<file path="src/rtl/lcd_pkg.sv">
// lcd_pkg: shared constants, types and header table for the ILI9488 fill path.
// Holds command opcodes, COLMOD values, pixel-format and FSM enums, panel defaults.
// hdr_entry() maps a 4-bit header index to {D/CX, byte} for the window preamble.
package lcd_pkg;

  // ILI9488 command opcodes
  localparam logic [7:0] CMD_COLMOD = 8'h3A;
  localparam logic [7:0] CMD_CASET  = 8'h2A;
  localparam logic [7:0] CMD_PASET  = 8'h2B;
  localparam logic [7:0] CMD_RAMWR  = 8'h2C;

  // COLMOD parameter values
  localparam logic [7:0] COLMOD_565 = 8'h55;
  localparam logic [7:0] COLMOD_666 = 8'h66;

  // Default panel geometry
  localparam int DEF_H_RES = 320;
  localparam int DEF_V_RES = 480;

  typedef enum logic {
    FMT_565 = 1'b0,
    FMT_666 = 1'b1
  } pix_fmt_e;

  typedef enum logic [1:0] {
    ST_IDLE,
    ST_HDR,
    ST_PIX,
    ST_FIN
  } fill_state_e;

  // Header entry lookup: returns {data_command, data_out}.
  function automatic logic [8:0] hdr_entry(
    input logic [3:0]  idx,
    input pix_fmt_e    fmt,
    input logic [15:0] xs,
    input logic [15:0] xe,
    input logic [15:0] ys,
    input logic [15:0] ye
  );
    logic [8:0] e;
    case (idx)
      4'd0:    e = {1'b0, CMD_COLMOD};
      4'd1:    e = {1'b1, (fmt == FMT_666) ? COLMOD_666 : COLMOD_565};
      4'd2:    e = {1'b0, CMD_CASET};
      4'd3:    e = {1'b1, xs[15:8]};
      4'd4:    e = {1'b1, xs[7:0]};
      4'd5:    e = {1'b1, xe[15:8]};
      4'd6:    e = {1'b1, xe[7:0]};
      4'd7:    e = {1'b0, CMD_PASET};
      4'd8:    e = {1'b1, ys[15:8]};
      4'd9:    e = {1'b1, ys[7:0]};
      4'd10:   e = {1'b1, ye[15:8]};
      4'd11:   e = {1'b1, ye[7:0]};
      4'd12:   e = {1'b0, CMD_RAMWR};
      default: e = {1'b0, 8'h00};
    endcase
    return e;
  endfunction

endpackage

</file>
<file path="src/rtl/lcd_rect_fill_if.sv">
// lcd_rect_fill_if: byte stream from the fill engine to the serializer/bus driver.
// Latency: none (wires only). Backpressure: byte moves when data_valid & data_ready.
// Ports: data_out/data_command (D/CX)/data_valid/disp_cs from master, data_ready from slave.
interface lcd_rect_fill_if;
  logic [7:0] data_out;
  logic       data_valid;
  logic       data_ready;
  logic       data_command;
  logic       disp_cs;

  modport master (
    output data_out,
    output data_valid,
    output data_command,
    output disp_cs,
    input  data_ready
  );

  modport slave (
    input  data_out,
    input  data_valid,
    input  data_command,
    input  disp_cs,
    output data_ready
  );
endinterface

</file>
<file path="src/rtl/lcd_pixel_encoder.sv">
// lcd_pixel_encoder: maps (color, pix_fmt, byte index) to one bus byte.
// Latency: combinational. Backpressure: none; the caller owns the byte index.
// Ports: color (RGB565), pix_fmt, byte_idx (0..1 for 565, 0..2 for 666) -> byte_out.
module lcd_pixel_encoder
  import lcd_pkg::*;
(
  input  logic [15:0] color,
  input  pix_fmt_e    pix_fmt,
  input  logic [1:0]  byte_idx,
  output logic [7:0]  byte_out
);

  logic [4:0] r5;
  logic [5:0] g6;
  logic [4:0] b5;

  assign r5 = color[15:11];
  assign g6 = color[10:5];
  assign b5 = color[4:0];

  // 666 widens 5-bit channels by replicating the MSB, then left-aligns in the byte.
  always_comb begin
    byte_out = 8'h00;
    if (pix_fmt == FMT_565) begin
      byte_out = (byte_idx == 2'd0) ? color[15:8] : color[7:0];
    end else begin
      case (byte_idx)
        2'd0:    byte_out = {r5, r5[4], 2'b00};
        2'd1:    byte_out = {g6, 2'b00};
        default: byte_out = {b5, b5[4], 2'b00};
      endcase
    end
  end

endmodule

</file>
<file path="src/rtl/lcd_rect_fill.sv">
// lcd_rect_fill: emits COLMOD/CASET/PASET/RAMWR header then a solid-colour window fill.
// Latency: first byte valid 1 cycle after accepted start; done 1 cycle after last byte.
// Backpressure: byte held stable while data_valid & !data_ready; 1 byte/cycle when ready.
// Ports: clk, rst_n, init_done, start, x0/x1/y0/y1, color, pix_fmt in; bus (byte stream
//        master), busy, done (completion pulse), err (rejected-request pulse) out.
module lcd_rect_fill
  import lcd_pkg::*;
#(
  parameter int H_RES   = DEF_H_RES,
  parameter int V_RES   = DEF_V_RES,
  parameter int COORD_W = 16
) (
  input  logic               clk,
  input  logic               rst_n,
  input  logic               init_done,
  input  logic               start,
  input  logic [COORD_W-1:0] x0,
  input  logic [COORD_W-1:0] x1,
  input  logic [COORD_W-1:0] y0,
  input  logic [COORD_W-1:0] y1,
  input  logic [15:0]        color,
  input  logic               pix_fmt,
  lcd_rect_fill_if.master    bus,
  output logic               busy,
  output logic               done,
  output logic               err
);

  localparam int PCW = $clog2(H_RES * V_RES + 1);
  localparam logic [COORD_W-1:0] X_LAST   = COORD_W'(H_RES - 1);
  localparam logic [COORD_W-1:0] Y_LAST   = COORD_W'(V_RES - 1);
  localparam logic [3:0]         HDR_LAST = 4'd12;

  fill_state_e      state_q, state_d;
  logic [3:0]       hdr_idx_q, hdr_idx_d;
  logic [1:0]       byte_idx_q, byte_idx_d;
  logic [PCW-1:0]   pix_cnt_q, pix_cnt_d;
  logic [15:0]      xs_q, xs_d, xe_q, xe_d, ys_q, ys_d, ye_q, ye_d;
  logic [15:0]      color_q, color_d;
  pix_fmt_e         fmt_q, fmt_d;
  logic [7:0]       data_out_q, data_out_d;
  logic             data_valid_q, data_valid_d;
  logic             data_command_q, data_command_d;
  logic             disp_cs_q, disp_cs_d;
  logic             busy_q, busy_d;
  logic             done_q, done_d;
  logic             err_q, err_d;

  logic             fire;
  logic             req_bad;
  logic             byte_last;
  logic [PCW-1:0]   win_w, win_h;
  logic [2*PCW-1:0] win_area;
  logic [PCW-1:0]   npix_m1;
  logic [8:0]       hdr_next;
  logic [1:0]       enc_idx;
  logic [7:0]       enc_byte;

  assign fire    = data_valid_q & bus.data_ready;
  assign req_bad = (x0 > x1) | (y0 > y1) | (x1 > X_LAST) | (y1 > Y_LAST);

  // Pixel count minus one, from the raw inputs; only used when the request is valid.
  assign win_w    = PCW'(x1) - PCW'(x0) + PCW'(1);
  assign win_h    = PCW'(y1) - PCW'(y0) + PCW'(1);
  assign win_area = (2*PCW)'(win_w) * (2*PCW)'(win_h);
  assign npix_m1  = PCW'(win_area) - PCW'(1);

  assign byte_last = (fmt_q == FMT_666) ? (byte_idx_q == 2'd2) : (byte_idx_q == 2'd1);
  assign hdr_next  = hdr_entry(hdr_idx_q + 4'd1, fmt_q, xs_q, xe_q, ys_q, ye_q);

  // Index of the pixel byte to load next: restart at 0 on a new pixel (or entering PIX).
  assign enc_idx = ((state_q == ST_PIX) && !byte_last) ? (byte_idx_q + 2'd1) : 2'd0;

  lcd_pixel_encoder u_enc (
    .color    (color_q),
    .pix_fmt  (fmt_q),
    .byte_idx (enc_idx),
    .byte_out (enc_byte)
  );

  always_comb begin
    state_d        = state_q;
    hdr_idx_d      = hdr_idx_q;
    byte_idx_d     = byte_idx_q;
    pix_cnt_d      = pix_cnt_q;
    xs_d           = xs_q;
    xe_d           = xe_q;
    ys_d           = ys_q;
    ye_d           = ye_q;
    color_d        = color_q;
    fmt_d          = fmt_q;
    data_out_d     = data_out_q;
    data_valid_d   = data_valid_q;
    data_command_d = data_command_q;
    disp_cs_d      = disp_cs_q;
    busy_d         = busy_q;
    done_d         = 1'b0;
    err_d          = 1'b0;

    case (state_q)
      ST_IDLE: begin
        if (start && init_done) begin
          if (req_bad) begin
            err_d = 1'b1;
          end else begin
            xs_d           = 16'(x0);
            xe_d           = 16'(x1);
            ys_d           = 16'(y0);
            ye_d           = 16'(y1);
            color_d        = color;
            fmt_d          = pix_fmt_e'(pix_fmt);
            pix_cnt_d      = npix_m1;
            hdr_idx_d      = 4'd0;
            byte_idx_d     = 2'd0;
            // Header byte 0 is always COLMOD, so it can be loaded before the latch.
            data_out_d     = CMD_COLMOD;
            data_command_d = 1'b0;
            data_valid_d   = 1'b1;
            disp_cs_d      = 1'b0;
            busy_d         = 1'b1;
            state_d        = ST_HDR;
          end
        end
      end

      ST_HDR: begin
        if (fire) begin
          if (hdr_idx_q == HDR_LAST) begin
            byte_idx_d     = 2'd0;
            data_out_d     = enc_byte;
            data_command_d = 1'b1;
            state_d        = ST_PIX;
          end else begin
            hdr_idx_d                    = hdr_idx_q + 4'd1;
            {data_command_d, data_out_d} = hdr_next;
          end
        end
      end

      ST_PIX: begin
        if (fire) begin
          if (byte_last && (pix_cnt_q == '0)) begin
            // Last byte gone: next cycle is FIN with the bus released.
            data_valid_d = 1'b0;
            disp_cs_d    = 1'b1;
            busy_d       = 1'b0;
            done_d       = 1'b1;
            state_d      = ST_FIN;
          end else if (byte_last) begin
            pix_cnt_d  = pix_cnt_q - PCW'(1);
            byte_idx_d = 2'd0;
            data_out_d = enc_byte;
          end else begin
            byte_idx_d = byte_idx_q + 2'd1;
            data_out_d = enc_byte;
          end
        end
      end

      ST_FIN: begin
        state_d = ST_IDLE;
      end

      default: begin
        state_d = ST_IDLE;
      end
    endcase
  end

  always_ff @(posedge clk or negedge rst_n) begin
    if (!rst_n) begin
      state_q        <= ST_IDLE;
      hdr_idx_q      <= 4'd0;
      byte_idx_q     <= 2'd0;
      pix_cnt_q      <= '0;
      xs_q           <= 16'h0000;
      xe_q           <= 16'h0000;
      ys_q           <= 16'h0000;
      ye_q           <= 16'h0000;
      color_q        <= 16'h0000;
      fmt_q          <= FMT_565;
      data_out_q     <= 8'h00;
      data_valid_q   <= 1'b0;
      data_command_q <= 1'b0;
      disp_cs_q      <= 1'b1;
      busy_q         <= 1'b0;
      done_q         <= 1'b0;
      err_q          <= 1'b0;
    end else begin
      state_q        <= state_d;
      hdr_idx_q      <= hdr_idx_d;
      byte_idx_q     <= byte_idx_d;
      pix_cnt_q      <= pix_cnt_d;
      xs_q           <= xs_d;
      xe_q           <= xe_d;
      ys_q           <= ys_d;
      ye_q           <= ye_d;
      color_q        <= color_d;
      fmt_q          <= fmt_d;
      data_out_q     <= data_out_d;
      data_valid_q   <= data_valid_d;
      data_command_q <= data_command_d;
      disp_cs_q      <= disp_cs_d;
      busy_q         <= busy_d;
      done_q         <= done_d;
      err_q          <= err_d;
    end
  end

  assign bus.data_out     = data_out_q;
  assign bus.data_valid   = data_valid_q;
  assign bus.data_command = data_command_q;
  assign bus.disp_cs      = disp_cs_q;
  assign busy             = busy_q;
  assign done             = done_q;
  assign err              = err_q;

endmodule

</file>
<file path="src/flat_wrapper.sv">
// flat-port wrapper written by rule: the top's interface ports become plain ports
module lcd_rect_fill_flat import lcd_pkg::*;
#(
  parameter int H_RES   = DEF_H_RES,
  parameter int V_RES   = DEF_V_RES,
  parameter int COORD_W = 16
)
  (clk, rst_n, init_done, start, x0, x1, y0, y1, color, pix_fmt, busy, done, err, bus_data_out, bus_data_valid, bus_data_command, bus_disp_cs, bus_data_ready);
  lcd_rect_fill_if bus_i ();
  input  logic clk;
  input  logic rst_n;
  input  logic init_done;
  input  logic start;
  input  logic [COORD_W-1:0] x0;
  input  logic [COORD_W-1:0] x1;
  input  logic [COORD_W-1:0] y0;
  input  logic [COORD_W-1:0] y1;
  input  logic [15:0] color;
  input  logic pix_fmt;
  output logic busy;
  output logic done;
  output logic err;
  output wire logic [$bits(bus_i.data_out)-1:0] bus_data_out;
  output wire logic [$bits(bus_i.data_valid)-1:0] bus_data_valid;
  output wire logic [$bits(bus_i.data_command)-1:0] bus_data_command;
  output wire logic [$bits(bus_i.disp_cs)-1:0] bus_disp_cs;
  input wire logic [$bits(bus_i.data_ready)-1:0] bus_data_ready;
  assign bus_data_out = bus_i.data_out;
  assign bus_data_valid = bus_i.data_valid;
  assign bus_data_command = bus_i.data_command;
  assign bus_disp_cs = bus_i.disp_cs;
  assign bus_i.data_ready = bus_data_ready;
  lcd_rect_fill #(.H_RES(H_RES), .V_RES(V_RES), .COORD_W(COORD_W)) u_core (.clk(clk), .rst_n(rst_n), .init_done(init_done), .start(start), .x0(x0), .x1(x1), .y0(y0), .y1(y1), .color(color), .pix_fmt(pix_fmt), .bus(bus_i), .busy(busy), .done(done), .err(err));
endmodule
</file>
<file path="config.mk">
export PLATFORM = sky130hd
export DESIGN_NAME = lcd_rect_fill_flat
export DESIGN_NICKNAME = d
export VERILOG_FILES = /design/src/rtl/lcd_pkg.sv /design/src/rtl/lcd_rect_fill_if.sv /design/src/rtl/lcd_pixel_encoder.sv /design/src/rtl/lcd_rect_fill.sv /design/src/flat_wrapper.sv
export SDC_FILE = /design/constraint.sdc
export NUM_CORES = 1
export LEC_CHECK = 0
export ABC_AREA = 1
export CAP_MARGIN = 40
export CORE_ASPECT_RATIO = 0.75
export CORE_MARGIN = 2
export CORE_UTILIZATION = 55
export DETAILED_ROUTE_END_ITERATION = 10
export GPL_TIMING_DRIVEN = 0
export PLACE_DENSITY = 0.8
export SLEW_MARGIN = 20
export SYNTH_ARGS = -nofsm -noshare
export SYNTH_HDL_FRONTEND = slang
export SYNTH_HIERARCHICAL = 1
export SYNTH_SLANG_ARGS = --single-unit
export TNS_END_PERCENT = 10
</file>
<file path="constraint.sdc">
create_clock -name clk -period 4.8 [get_ports clk]
set_input_delay 0.48 -clock clk [delete_from_list [all_inputs] [get_ports clk]]
set_output_delay 0.48 -clock clk [all_outputs]
set_load 0.005 [all_outputs]
</file>
### Word-level counts from Yosys, hierarchy flattened

Index checks and enable logic that the tools add are counted.

| word-level totals | value |
|---|---|
| flip-flop bits (word level) | 120 |
| bits in latches | 0 |
| bits in writable memories | 0 |
| ROM bits | 0 |
| input bits | 86 |
| output and inout bits | 14 |
| logic and storage cells | 140 |
| memories kept | 0 |

| operators by class | value |
|---|---|
| $add $sub $neg | 8 |
| $mul | 1 |
| divide/modulo/power cells | 0 |
| magnitude comparators | 4 |
| eq/ne operators | 28 |
| shift-type cells | 0 |
| mux-type cells | 59 |
| bitwise gates (word level) | 5 |
| reductions and logical operators | 19 |

Operators by type and width:

| operator | number |
|---|---|
| $pmux W9 S13 | 1 |
| $mux W18 | 5 |
| $mux W8 | 8 |
| $add A18 B1 Y18 const B | 2 |
| $pmux W18 S2 | 1 |
| $sub A18 B1 Y18 const B | 2 |
| $sub A16 B16 Y17 | 2 |
| $gt A16 B16 Y1 | 2 |
| $gt A16 B9 Y1 const B | 2 |
| $mux W2 | 14 |
| $eq A4 B4 Y1 const B | 6 |
| $pmux W8 S3 | 1 |
| $logic_not A18 Y1 | 1 |
| $mul A18 B18 Y18 | 1 |
| $reduce_and A6 Y1 | 3 |
| $mux W1 | 17 |
| $eq A4 B3 Y1 const B | 4 |
| $mux W4 | 4 |
| $pmux W8 S2 | 1 |
| $ne A2 B1 Y1 const B | 5 |
| $reduce_and A5 Y1 | 2 |
| $eq A4 B2 Y1 const B | 2 |
| $ne A2 B2 Y1 const B | 4 |
| $pmux W2 S4 | 1 |
| 21 further kinds | 33 |

### Longest topological paths before layout

| depth | value |
|---|---|
| depth in word-level cells | 11 |
| gate-level depth with buffers | 42 |
| mapped depth without buffers | 42 |

### By module

The synthesis kept the hierarchy.

Modules (own cells, without submodules):

| module | instances | cells an instance | area an instance (um^2) | seq. area each (um^2) |
|---|---|---|---|---|
| lcd_rect_fill | 1 | 2,105 | 14,540.2 | 3,004.1 |
| lcd_pixel_encoder | 1 | 56 | 262.8 | 0.0 |

### Worst setup path before layout

No wires, ideal clock.

| timing path | value |
|---|---|
| path kind | input to register |
| from | input x1[0] |
| to | register u_core.pix_cnt_q[16] |
| library setup time | 0.130 ns |
| arrival | 7.123 ns |
| data required time | 4.670 ns |
| path slack | -2.453 ns |
| stages | 40 |
| buffers on the path | 2 |
| cells stage by stage | inv_1 ha_1 buf_2 inv_1 clkbuf_1 ha_1 inv_1 nor2_1 nand3_1 nor2_1 nand2_1 inv_2 nand2_1 nand2_1 inv_1 nor2_1 fa_1 fa_1 [4 not listed] fa_1 inv_1 fa_1 inv_1 ha_1 inv_1 o31ai_1 nand2_1 nand2_1 a21oi_1 o21ai_0 a21oi_1 o21bai_1 a21oi_1 o21ai_0 nand2_1 nand2_1 o21ai_0 |

| on the way | value |
|---|---|
| word-level cells in the longest chain between the ends | 7 |
| elaborated cells between the ends (all ways) | 14 |
| classes of those cells | 3 x add/sub; 1 x mul; 2 x order compare; 1 x eq/ne; 3 x mux; 3 x bitwise; 1 x reduce/logical |

Ends and longest elaborated chain:

| element | RTL line | RTL |
|---|---|---|
| from (decl) | flat_wrapper.sv:15 | `input logic [COORD_W-1:0] x1;` |
| $sub A16 B16 Y17 | lcd_rect_fill.sv:63 | `assign win_w = PCW'(x1) - PCW'(x0) + PCW'(1);` |
| $add A18 B1 Y18 | lcd_rect_fill.sv:63 |  |
| $mul A18 B18 Y18 | lcd_rect_fill.sv:65 | `assign win_area = (2*PCW)'(win_w) * (2*PCW)'(win_h);` |
| $sub A18 B1 Y18 | lcd_rect_fill.sv:66 | `assign npix_m1 = PCW'(win_area) - PCW'(1);` |
| $mux W18 | lcd_rect_fill.sv:103 | `if (req_bad) begin` |
| $mux W18 | lcd_rect_fill.sv:102 | `if (start && init_done) begin` |
| $pmux W18 S2 | lcd_rect_fill.sv:100 | `case (state_q)` |
| to (signal assigned) | lcd_rect_fill.sv:193 | `pix_cnt_q <= pix_cnt_d;` |
| to (decl) | lcd_rect_fill.sv:37 | `logic [PCW-1:0] pix_cnt_q, pix_cnt_d;` |

Several ways; a longest one is shown, not always the timed one. The select of a mux whose other input is x is not followed.
A chain may end at the register's enable or synchronous reset.

### Worst setup path in the final report

| timing path | value |
|---|---|
| from | input x0[2] |
| to | register u_core.pix_cnt_q[17] |

| on the way | value |
|---|---|
| word-level cells in the longest chain between the ends | 7 |
| elaborated cells between the ends (all ways) | 13 |
| classes of those cells | 3 x add/sub; 1 x mul; 1 x order compare; 1 x eq/ne; 3 x mux; 3 x bitwise; 1 x reduce/logical |

Ends and longest elaborated chain:

| element | RTL line | RTL |
|---|---|---|
| from (decl) | flat_wrapper.sv:14 | `input logic [COORD_W-1:0] x0;` |
| $sub A16 B16 Y17 | lcd_rect_fill.sv:63 |  |
| $add A18 B1 Y18 | lcd_rect_fill.sv:63 |  |
| $mul A18 B18 Y18 | lcd_rect_fill.sv:65 |  |
| $sub A18 B1 Y18 | lcd_rect_fill.sv:66 |  |
| $mux W18 | lcd_rect_fill.sv:103 |  |
| $mux W18 | lcd_rect_fill.sv:102 |  |
| $pmux W18 S2 | lcd_rect_fill.sv:100 |  |

Several ways; a longest one is shown, not always the timed one. The select of a mux whose other input is x is not followed.

==> impl_metrics.env <==
export IMPL_worst_slew_pin_slew_ps=850
export IMPL_async_reset_ff_share_pct=100
export IMPL_syn_inst=2161
export IMPL_finalSetupTns_ps=-25490
export IMPL_clkLatencyLatePin_ps=410
export IMPL_path_clk_slew_ps=60
export IMPL_ys_flop_type="dfrtp_1"
export IMPL_core_area_sq_um=26200
export IMPL_cp_slowest_stage_delay_ps=530
export IMPL_postLayoutCoreUtil_pct=69.0
export IMPL_path_max_fanout=8
export IMPL_yosys_register_bits=120
export IMPL_worst_r2r_cell_count=13
export IMPL_cp_slowest_cell="fa_1"
export IMPL_hp_class="input pin to async pin"
export IMPL_final_cells=2686
export IMPL_gp_congestion=1.00
export IMPL_grt_pass1_wl_mm=73.3
export IMPL_startpoint="x0[2]"
export IMPL_whs_ps=-7.76
export IMPL_final_antenna_net_count=0
export IMPL_grt_max_degree=76
export IMPL_cts_buffers=17
export IMPL_finalCritPeriodShare_pct=151
export IMPL_viasPerCell=5.50
export IMPL_dp_hpwl_mm=35.4
export IMPL_finalHoldViolations=4
export IMPL_ys_warn_count=6
export IMPL_drt_iter0_drc=1148
export IMPL_clock_path_buffers=2
export IMPL_cts_hold_buf=0
export IMPL_yosys_cell_types_count=61
export IMPL_drt_total_wl_mm=45.0
export IMPL_dp_cells=2605
export IMPL_num_io_pins=100
export IMPL_io_buffers=99
export IMPL_drc=0
export IMPL_place_area_sq_um=16300
export IMPL_num_antenna_cells=0
export IMPL_wl_per_cell_um=16.7
export IMPL_final_max_slew_viol_count=0
export IMPL_cts_tree="done"
export IMPL_cp_required_ps=5150
export IMPL_endpoint="u_core/pix_cnt_q[17]"
export IMPL_synth_area_per_cell_sq_um=6.85
export IMPL_status="finished, violations left"
export IMPL_r2r_start="u_core/hdr_idx_q[0]"
export IMPL_syn_area_sq_um=14800
export IMPL_die_area_sq_um=28300
export IMPL_drive_gt1_share_pct=13.8
export IMPL_violations="hold timing, setup timing"
export IMPL_rsz0062_at_grt="true"
export IMPL_setup_worst_path_end_class="flop"
export IMPL_layout_setup_ws_ps=-2460
export IMPL_relSlewSlack_pct=42.8
export IMPL_yosysSeqAreaShare_pct=20.3
export IMPL_setup_violations=15
export IMPL_layout_min_cycle_time_ps=7260
export IMPL_via_count=14800
export IMPL_grt_pass1_vias=14500
export IMPL_max_freq_mhz=138
export IMPL_crit_type="input pin to flop"
export IMPL_start_util_pct=56.4
export IMPL_synth_edf_count=0
export IMPL_htreeDepth=4
export IMPL_ctsRootBufferMaster="clkbuf_16"
export IMPL_dieHeight_um=146
export IMPL_drv_cap=0
export IMPL_worstPathArrival_ps=7610
export IMPL_critPathLaunchType="input pin"
export IMPL_rrSetupSlack_ps=1260
export IMPL_drtPass1Iterations=6
export IMPL_synthesis_nets=2465
export IMPL_die_w_um=193
export IMPL_fin_nets=2633
export IMPL_antenna_found_initial=0
export IMPL_fin_skew_ps=4.76
export IMPL_num_rows=51
export IMPL_cts_sinks=120
export IMPL_gr_total_overflow=0
export IMPL_r2r_end="u_core/bus.data_out[2]"
export IMPL_track_usage_pct=32.5
export IMPL_final_area_sq_um=18100
export IMPL_syn2layout_area_growth_pct=22.2
cell families after synthesis:
family / Yosys count / share of synthesized area, %
AND/OR/NAND/NOR: 1044 / 30.5
flip-flops: 120 / 20.3
AO/OA/AOI/OAI: 220 / 8.64
buffers and inverters: 530 / 13.7
XOR/XNOR: 21 / 1.47
multiplexers: 8 / 0.600
adder cells (fa/ha/maj): 218 / 24.7
flip-flops by register name, indices dropped and copies added (netlist names):
signal	flops
u_core/bus.disp_cs	1
u_core/color_q	16
u_core/ys_q	16
u_core/xe_q	16
u_core/fmt_q	1
u_core/busy	1
u_core/pix_cnt_q	18
u_core/ye_q	16
u_core/done	1
u_core/hdr_idx_q	4
u_core/byte_idx_q	2
u_core/state_q	2
u_core/bus.data_command	1
u_core/xs_q	16
u_core/err	1
u_core/bus.data_out	8
worst max-delay path, delay by kind of cell:
family,cells,cell delay (ps)
adder cells (fa/ha/maj),8,3560
AND/OR/NAND/NOR,14,1500
buffers and inverters,9,1130
AO/OA/AOI/OAI,6,890
cell usage after synthesis (all sizes together) (2+ instances only):
master | instances | area (sq um)
o22ai | 3 | 18.8
nand2 | 620 | 2410
a21oi | 54 | 278
o221ai | 2 | 17.5
inv | 490 | 1840
or2 | 4 | 25.0
nand3b | 7 | 52.6
dfrtp | 119 | 2980
nor4 | 9 | 71.3
clkinv | 5 | 18.8
a22oi | 4 | 30.0
a221o | 3 | 30.0
o211ai | 2 | 15.0
and2 | 5 | 31.3
buf | 11 | 82.6
a221oi | 16 | 140
mux2 | 7 | 78.8
xnor2 | 9 | 78.8
a31oi | 8 | 50.1
clkbuf | 24 | 90.1
nand4 | 30 | 200
a21o | 2 | 15.0
o311ai | 2 | 17.5
nand3 | 135 | 736
ha | 94 | 1180
fa | 124 | 2480
o21ai | 109 | 546
o21bai | 6 | 52.6
xor2 | 12 | 139
a211oi | 4 | 30.0
nor3 | 13 | 70.1
nor2 | 220 | 917
o31ai | 2 | 15.0
per-layer routing:
metal | vias to the layer above | wire (um) | share of wire (%) | track usage [%]
met5 | - | 0 | 0 | 0
met1 | 6987 | 19300 | 43 | 45.2
met3 | 124 | 4640 | 10 | 7.53
met2 | 688 | 19600 | 44 | 50.4
met4 | 0 | 1420 | 3.2 | 10.2
li1 | 6983 | - | - | -
layout make-up:
type	instances	area [sq um]
Buffer	31	176
Clock buffer	20	447
Clock inverter	12	151
Fill cell	2237	8130
Inverter	495	1900
Multi-Input combinational cell	1511	10500
Sequential cell	120	3000
Tap cell	344	430
Timing Repair Buffer	153	1450
worst min-delay path by stage:
| stage | cells past startpoint | slack, ps | end |
|---|---|---|---|
| after global placement | 2 | 470 | u_core/xs_q[0] |
| after CTS | 1 | 5 | u_core/bus.data_out[4] |
| after floorplan | 0 | 180 | u_core/bus.data_command |
| after global routing | 1 | 20 | u_core/bus.data_out[4] |
| after detailed placement | 1 | 440 | u_core/bus.data_out[4] |
| final | 1 | -8 | u_core/bus.data_out[4] |
placed cells by master, fill, tap and decap left out, types with 6 or more instances in the layout:
cell | netlist | layout
nor4_1 | 8 | 8
inv_1 | 470 | 446
nor3_1 | 12 | 11
ha_1 | 94 | 72
nand3_2 | 7 | 10
inv_4 | 1 | 6
nor2_4 | 7 | 21
fa_2 | 0 | 6
nand4_1 | 28 | 28
a31oi_1 | 8 | 7
nand2_2 | 22 | 44
buf_4 | 2 | 52
nand2_4 | 1 | 15
clkdlybuf4s50_1 | 0 | 92
clkbuf_16 | 0 | 17
xor2_1 | 9 | 8
o21ai_0 | 102 | 90
inv_2 | 19 | 37
dfrtp_1 | 119 | 119
nor2_1 | 203 | 184
nand3b_1 | 7 | 7
nor2_2 | 9 | 14
nand3_4 | 2 | 7
clkinv_4 | 0 | 7
ha_4 | 0 | 19
xnor2_1 | 9 | 9
fa_1 | 124 | 118
mux2_2 | 7 | 7
a221oi_1 | 16 | 15
clkbuf_1 | 24 | 21
nand3_1 | 126 | 118
o21ai_1 | 7 | 17
nand2_1 | 596 | 560
a21oi_1 | 52 | 46
metrics by stage:
step | hold WS [ps] | setup WS, ps
after floorplan | 184 | -2020
after global placement | 467 | -3660
after detailed placement | 442 | -3760
after CTS | 5.35 | -2350
after global routing | 18.5 | -2770
final | -7.76 | -2460
repair_timing:
action / CTS / global route
setup buffers: 44 / 9
setup endpoints to repair: 15 / 15
gates resized for setup: 149 / 40
endpoints found under the hold margin: 0 / 0
pin swaps: 66 / 20
Power is left out: the tool's default activity adds up to more than one toggle a clock period on the data nets, which glitch-free logic cannot reach.
